### src/rtl/accum_pkg.sv
`default_nettype none
// ============================================================================
// Module      : accum_pkg
// Description : Shared types and constants for the accumulator unit:
//               FSM state encoding and the nibble-to-7-segment table.
// Revision    : 1.0 - initial release
// ============================================================================
package accum_pkg;

    // Accumulate sequencer: wait for Run, add once, wait for Run release.
    typedef enum logic [1:0] {
        IDLE = 2'd0,
        ADD  = 2'd1,
        HOLD = 2'd2
    } state_t;

    // Active-low segments ordered gfedcba; entry n is the glyph for hex digit n.
    localparam logic [15:0][6:0] c_SEG_TABLE = {
        7'b0001110,  // F
        7'b0000110,  // E
        7'b0100001,  // d
        7'b1000110,  // C
        7'b0000011,  // b
        7'b0001000,  // A
        7'b0010000,  // 9
        7'b0000000,  // 8
        7'b1111000,  // 7
        7'b0000010,  // 6
        7'b0010010,  // 5
        7'b0011001,  // 4
        7'b0110000,  // 3
        7'b0100100,  // 2
        7'b1111001,  // 1
        7'b1000000   // 0
    };

endpackage : accum_pkg
`default_nettype wire

### src/rtl/accum_unit_if.sv
`default_nettype none
// ============================================================================
// Module      : accum_unit_if
// Description : Board-facing signal bundle of the accumulator unit.
//               slave  : accumulator side (SW/Run/Clear/Sub in, Sum/Ovf/LED/HEX out)
//               master : stimulus side (mirror image)
// Revision    : 1.0 - initial release
// ============================================================================
interface accum_unit_if #(
    parameter int IN_W  = 10,
    parameter int ACC_W = 17
);
    logic [IN_W-1:0]  SW;
    logic             Run;
    logic             Clear;
    logic             Sub;
    logic [ACC_W-1:0] Sum;
    logic             Ovf;
    logic [9:0]       LED;
    logic [6:0]       HEX0;
    logic [6:0]       HEX1;
    logic [6:0]       HEX2;
    logic [6:0]       HEX3;
    logic [6:0]       HEX4;
    logic [6:0]       HEX5;

    modport master (
        output SW, Run, Clear, Sub,
        input  Sum, Ovf, LED, HEX0, HEX1, HEX2, HEX3, HEX4, HEX5
    );

    modport slave (
        input  SW, Run, Clear, Sub,
        output Sum, Ovf, LED, HEX0, HEX1, HEX2, HEX3, HEX4, HEX5
    );
endinterface : accum_unit_if
`default_nettype wire

### src/rtl/hex_driver.sv
`default_nettype none
// ============================================================================
// Module      : hex_driver
// Description : Converts one 4-bit nibble to active-low 7-segment (gfedcba).
// Ports       : i_nibble [3:0] - value to display
//               o_seg    [6:0] - active-low segment drive
// Revision    : 1.0 - initial release
// ============================================================================
module hex_driver
    import accum_pkg::*;
(
    input  wire logic [3:0] i_nibble,
    output logic      [6:0] o_seg
);

    assign o_seg = c_SEG_TABLE[i_nibble];

endmodule : hex_driver
`default_nettype wire

### src/rtl/accum_unit.sv
`default_nettype none
// ============================================================================
// Module      : accum_unit
// Description : Push-button accumulator. Each Run press adds (or subtracts)
//               SW to Sum exactly once; Ovf is a sticky carry/borrow flag.
//               Sum is shown on six hex displays, Ovf and SW on the LEDs.
// Ports       : Clk     - system clock, rising edge
//               Reset_n - asynchronous active-low reset
//               bus     - accum_unit_if.slave (SW, Run, Clear, Sub in;
//                         Sum, Ovf, LED, HEX0..HEX5 out)
// Config      : `define ACCUM_SAT_EN to clamp Sum on overflow/underflow
//               instead of wrapping.
// Revision    : 1.0 - initial release
// ============================================================================
module accum_unit
    import accum_pkg::*;
#(
    parameter int IN_W  = 10,
    parameter int ACC_W = 17
) (
    input  wire logic     Clk,
    input  wire logic     Reset_n,
    accum_unit_if.slave   bus
);

    logic             r_run_meta;
    logic             r_run_sync;
    state_t           r_state;
    state_t           w_state_nxt;
    logic [ACC_W-1:0] r_sum;
    logic [ACC_W-1:0] w_sum_nxt;
    logic             r_ovf;
    logic             w_ovf_nxt;
    logic [ACC_W-1:0] w_sw_ext;
    logic [ACC_W:0]   w_add_full;
    logic [ACC_W:0]   w_sub_full;
    logic [23:0]      w_sum24;
    logic [5:0][6:0]  w_hex;

    // Run comes from a button and is asynchronous to Clk.
    always_ff @(posedge Clk or negedge Reset_n) begin
        if (!Reset_n) begin
            r_run_meta <= 1'b0;
            r_run_sync <= 1'b0;
        end else begin
            r_run_meta <= bus.Run;
            r_run_sync <= r_run_meta;
        end
    end

    always_ff @(posedge Clk or negedge Reset_n) begin
        if (!Reset_n) begin
            r_state <= IDLE;
        end else begin
            r_state <= w_state_nxt;
        end
    end

    // Clear never alters the sequencing; only the datapath sees it.
    always_comb begin
        w_state_nxt = r_state;
        case (r_state)
            IDLE:    if (r_run_sync)  w_state_nxt = ADD;
            ADD:                      w_state_nxt = HOLD;
            HOLD:    if (!r_run_sync) w_state_nxt = IDLE;
            default:                  w_state_nxt = IDLE;
        endcase
    end

    // One extra bit on each operation exposes carry (add) or borrow (sub).
    assign w_sw_ext   = ACC_W'(bus.SW);
    assign w_add_full = {1'b0, r_sum} + {1'b0, w_sw_ext};
    assign w_sub_full = {1'b0, r_sum} - {1'b0, w_sw_ext};

    always_comb begin
        w_sum_nxt = r_sum;
        w_ovf_nxt = r_ovf;
        if (bus.Clear) begin
            w_sum_nxt = '0;
            w_ovf_nxt = 1'b0;
        end else if (r_state == ADD) begin
            if (bus.Sub) begin
`ifdef ACCUM_SAT_EN
                w_sum_nxt = w_sub_full[ACC_W] ? '0 : w_sub_full[ACC_W-1:0];
`else
                w_sum_nxt = w_sub_full[ACC_W-1:0];
`endif
                w_ovf_nxt = r_ovf | w_sub_full[ACC_W];
            end else begin
`ifdef ACCUM_SAT_EN
                w_sum_nxt = w_add_full[ACC_W] ? '1 : w_add_full[ACC_W-1:0];
`else
                w_sum_nxt = w_add_full[ACC_W-1:0];
`endif
                w_ovf_nxt = r_ovf | w_add_full[ACC_W];
            end
        end
    end

    always_ff @(posedge Clk or negedge Reset_n) begin
        if (!Reset_n) begin
            r_sum <= '0;
            r_ovf <= 1'b0;
        end else begin
            r_sum <= w_sum_nxt;
            r_ovf <= w_ovf_nxt;
        end
    end

    // Display: Sum is zero-extended so all six digits are always defined.
    assign w_sum24 = 24'(r_sum);

    for (genvar gi = 0; gi < 6; gi++) begin : g_hex
        hex_driver u_hex (
            .i_nibble (w_sum24[gi*4 +: 4]),
            .o_seg    (w_hex[gi])
        );
    end

    assign bus.Sum  = r_sum;
    assign bus.Ovf  = r_ovf;
    assign bus.LED  = {r_ovf, 9'(bus.SW)};
    assign bus.HEX0 = w_hex[0];
    assign bus.HEX1 = w_hex[1];
    assign bus.HEX2 = w_hex[2];
    assign bus.HEX3 = w_hex[3];
    assign bus.HEX4 = w_hex[4];
    assign bus.HEX5 = w_hex[5];

endmodule : accum_unit
`default_nettype wire

### src/flat_wrapper.sv
// flat-port wrapper written by rule: the top's interface ports become plain ports
module accum_unit_flat import accum_pkg::*;
#(
    parameter int IN_W  = 10,
    parameter int ACC_W = 17
)
  (Clk, Reset_n, bus_SW, bus_Run, bus_Clear, bus_Sub, bus_Sum, bus_Ovf, bus_LED, bus_HEX0, bus_HEX1, bus_HEX2, bus_HEX3, bus_HEX4, bus_HEX5);
  accum_unit_if #(.IN_W(IN_W), .ACC_W(ACC_W)) bus_i ();
  input  wire logic Clk;
  input  wire logic Reset_n;
  input wire logic [$bits(bus_i.SW)-1:0] bus_SW;
  input wire logic [$bits(bus_i.Run)-1:0] bus_Run;
  input wire logic [$bits(bus_i.Clear)-1:0] bus_Clear;
  input wire logic [$bits(bus_i.Sub)-1:0] bus_Sub;
  output wire logic [$bits(bus_i.Sum)-1:0] bus_Sum;
  output wire logic [$bits(bus_i.Ovf)-1:0] bus_Ovf;
  output wire logic [$bits(bus_i.LED)-1:0] bus_LED;
  output wire logic [$bits(bus_i.HEX0)-1:0] bus_HEX0;
  output wire logic [$bits(bus_i.HEX1)-1:0] bus_HEX1;
  output wire logic [$bits(bus_i.HEX2)-1:0] bus_HEX2;
  output wire logic [$bits(bus_i.HEX3)-1:0] bus_HEX3;
  output wire logic [$bits(bus_i.HEX4)-1:0] bus_HEX4;
  output wire logic [$bits(bus_i.HEX5)-1:0] bus_HEX5;
  assign bus_i.SW = bus_SW;
  assign bus_i.Run = bus_Run;
  assign bus_i.Clear = bus_Clear;
  assign bus_i.Sub = bus_Sub;
  assign bus_Sum = bus_i.Sum;
  assign bus_Ovf = bus_i.Ovf;
  assign bus_LED = bus_i.LED;
  assign bus_HEX0 = bus_i.HEX0;
  assign bus_HEX1 = bus_i.HEX1;
  assign bus_HEX2 = bus_i.HEX2;
  assign bus_HEX3 = bus_i.HEX3;
  assign bus_HEX4 = bus_i.HEX4;
  assign bus_HEX5 = bus_i.HEX5;
  accum_unit #(.IN_W(IN_W), .ACC_W(ACC_W)) u_core (.Clk(Clk), .Reset_n(Reset_n), .bus(bus_i));
endmodule
### config.mk
export PLATFORM = sky130hd
export DESIGN_NAME = accum_unit_flat
export DESIGN_NICKNAME = d
export VERILOG_FILES = /design/src/rtl/accum_pkg.sv /design/src/rtl/accum_unit_if.sv /design/src/rtl/hex_driver.sv /design/src/rtl/accum_unit.sv /design/src/flat_wrapper.sv
export SDC_FILE = /design/constraint.sdc
export NUM_CORES = 1
export LEC_CHECK = 0
export CORE_ASPECT_RATIO = 1.75
export CORE_UTILIZATION = 31
export CTS_BUF_LIST = sky130_fd_sc_hd__clkbuf_4
export CTS_CLUSTER_SIZE = 25
export DETAILED_ROUTE_END_ITERATION = 10
export PLACE_DENSITY = 0.55
export SLEW_MARGIN = 0
export SYNTH_ARGS = -nofsm -noshare
export SYNTH_HDL_FRONTEND = slang
export SYNTH_SLANG_ARGS = --single-unit
### constraint.sdc
create_clock -name Clk -period 2.2 [get_ports Clk]
set_input_delay 0.33 -clock Clk [delete_from_list [all_inputs] [get_ports Clk]]
set_output_delay 0.33 -clock Clk [all_outputs]
set_load 0.01 [all_outputs]
==> out/qor.txt <==
status - finished with violations
failing checks - negative setup slack
CTS clock-pin slew for the worst setup and hold paths - 0.15 ns
num rows - 50
clock skew - 0.00210 ns
Top FF cell, synth - dfrtp_1
largest area contributor in the netlist - dfrtp_1
Final min period - 2.35 ns
cell area after placement - 0.00465 mm²
critical path class - register to register
Avg Cell Area, Syn - 8.01 µm²
clock tree sinks - 22
Cell Pwr Density - 877 mW/mm²
Routed WL - 10.4 mm
Yosys warnings - 0
Place WS - -0.651 ns
Fin Hold WS - 0.343 ns
Yosys top cell area share - 16.2%
Layout area overhead - 56.7%
pin count of the biggest net entering global routing - 28
fraction of registers with async set/reset - 100%
most frequent cell after synthesis - ha_1
first-pass GRT wire length - 16.2 mm
CTS H-tree depth - 1
initial antenna violation count - 0
internal reg-to-reg setup slack - -0.15 ns
final period utilization - 107%
# nets final - 637
Max Clk Rate - 426 MHz
final setup vio count - 7
IO buf count - 74
Horiz. Die Dim - 81.2 µm
Slowest-stage cell, CP - or4_4
Slew HR - 64.3%
vias per cell - 5.10
Slew Viols, Final - 0
remaining antenna violation count - 0
Hold Path Class - input pin to asynchronous set/reset pin
Diodes inserted - 0
Clock Tree Root - clkbuf_4
critical-path cell list - buf_6 -> ha_4 -> inv_2 -> fa_2 -> nor2_8 -> o311ai_4 -> a211oi_2 -> buf_4 -> a21boi_2 -> or4_4 -> a21oi_2
reg-to-reg critical path startpoint - u_core.bus.Sum[0]
layout cells sized above 1 - 41.0%
gpl congestion - 0.865
fillers - 1000
Starting DRT DRC Count - 110
Peak supply drop - 0.397 mV
core area - 0.0107 mm²
slowest stage delay, CP - 0.42 ns
Setup crit end kind - register
ranking of synthesized cells by area - dfrtp_1 (16%), ha_1 (16%), buf_4 (5.7%)
fin area - 0.00534 mm²
Chip Height - 141 µm
Netlist cell types - 73
hold_buf cts - 0
max_cap viols - 0
CP startpoint - u_core.bus.Sum[0]
die area - 0.0114 mm²
RSZ-0062 raised after global routing - yes
measured slew at the worst slew-check pin - 0.536 ns
Post-synth EDFFs - 0
CTS tree - done
Top-Level Pins - 85
DP HPWL - 7.84 mm
gr ovfl total - 0
synthesized flop and latch total - 22
Initial Util - 31.8%
final setup margin - -0.145 ns
DRC errors left - 0
commonest cells in the netlist - ha_1 (43), inv_1 (32), nor2_1 (32)
WP data arrival - 2.63 ns
Clock Path Buffers - 2
total CTS buffers - 3
routed len/inst - 14.7 µm
crit path launch type - register
post-synthesis sequential area ratio - 16.2%
worst reg-to-reg path cell count - 11
Synth Cell Area - 0.00341 mm²
1st-pass router iterations - 4
cells after synthesis - 425
Clk Latency, worst-skew pair - 0.34 ns
post-layout util - 49.9%
Crit path required time - 2.48 ns
Final Hold Fails - 0
total number of vias - 3601
vias in the first global route - 3584
largest fanout on the critical path - 3
Static Leakage - 2.36 nW
R2R Path End - u_core.bus.Sum[16]
GRT Overall Usage - 17.6%
critical path: cells and delay by family (launching register included):
family,cells,cell delay (ns)
simple gates,2,0.54
buf+inv,3,0.29
flops,1,0.41
fa+ha+maj,2,0.50
compound gates,4,0.54
power breakdown:
| part | switching [mW] | leakage (nW) | internal (mW) |
|---|---|---|---|
| clock network | 0.156 | 0.0279 | 0.185 |
| registers | 0.150 | 0.282 | 0.503 |
| logic | 1.79 | 2.06 | 1.90 |
worst max-delay path by stage:
stage	to	slack, ns	cells after the start
3_3_place_gp	u_core.bus.Sum[16]	-0.58	10
2_1_floorplan	u_core.bus.Sum[16]	-0.07	9
4_1_cts	u_core.bus.Sum[14]	-0.18	10
3_5_place_dp	u_core.bus.Sum[16]	-0.65	10
6_report	u_core.bus.Sum[16]	-0.15	11
5_1_grt	u_core.bus.Sum[8]	-0.20	12
metrics by stage:
stage	TNS, ns	std cells	power [mW]
after floorplan	-0.105	433	2.48
after global placement	-6.46	676	3.88
after detailed placement	-6.98	676	3.94
after CTS	-1.30	697	4.38
after global routing	-1.12	706	5.05
final	-0.481	706	4.68
area by class of cell:
| type | count | area, µm² | area share [%] |
|---|---|---|---|
| clock buffer | 3 | 22.5 | 0.422 |
| clock inverter | 1 | 30.0 | 0.563 |
| inverter | 33 | 136 | 2.56 |
| multi-input combinational | 326 | 2830 | 53.0 |
| sequential | 22 | 561 | 10.5 |
| tap | 130 | 163 | 3.05 |
| timing repair buffer | 191 | 1590 | 29.9 |
kinds of logic (layout without fill, tap and decap cells):
| kind of cell | after synthesis | count (layout) | share of synthesized area [%] |
|---|---|---|---|
| simple gates | 134 | 134 | 21.1 |
| compound gates | 110 | 110 | 21.7 |
| buf+inv | 85 | 228 | 14.8 |
| fa+ha+maj | 45 | 45 | 17.0 |
| mux | 22 | 22 | 7.75 |
| flops | 22 | 22 | 16.2 |
| xor+xnor | 5 | 5 | 1.29 |
| other cells | 2 | 10 | 0.221 |
cells in the final DEF, fill, tap and decap left out, types with 11 or more instances in the layout:
cell             count
ha_1                19
a21oi_1             24
nor2_1              31
nand3_1             11
ha_4                16
clkdlybuf4s50_1     42
inv_1               23
nand2_1             29
buf_4              111
o21ai_0             20
dlygate4sd2_1       11
dfrtp_1             14
mux2i_1             14
state kept, by name, summed over array words and instances (netlist names):
| name | count |
|---|---|
| u_core.r_run_sync | 1 |
| u_core.bus.Sum | 17 |
| u_core.bus.Ovf | 1 |
| u_core.r_state | 2 |
| u_core.r_run_meta | 1 |
timing repair:
action | 4_1_cts | 5_1_grt
pin swaps | 23 | 24
resized for setup | 102 | 77
buffers inserted | 17 | 10
setup endpoints to repair | 40 | 33
per-layer routing:
| metal | wire [µm] | track usage [%] | vias up |
|---|---|---|---|
| met5 | 0 | 0 | - |
| met4 | 286 | 7.89 | 0 |
| met3 | 316 | 1.10 | 25 |
| met2 | 5970 | 34.5 | 89 |
| met1 | 3800 | 18.2 | 1728 |
| li1 | - | - | 1759 |
Power figures use the tool's default switching activity.
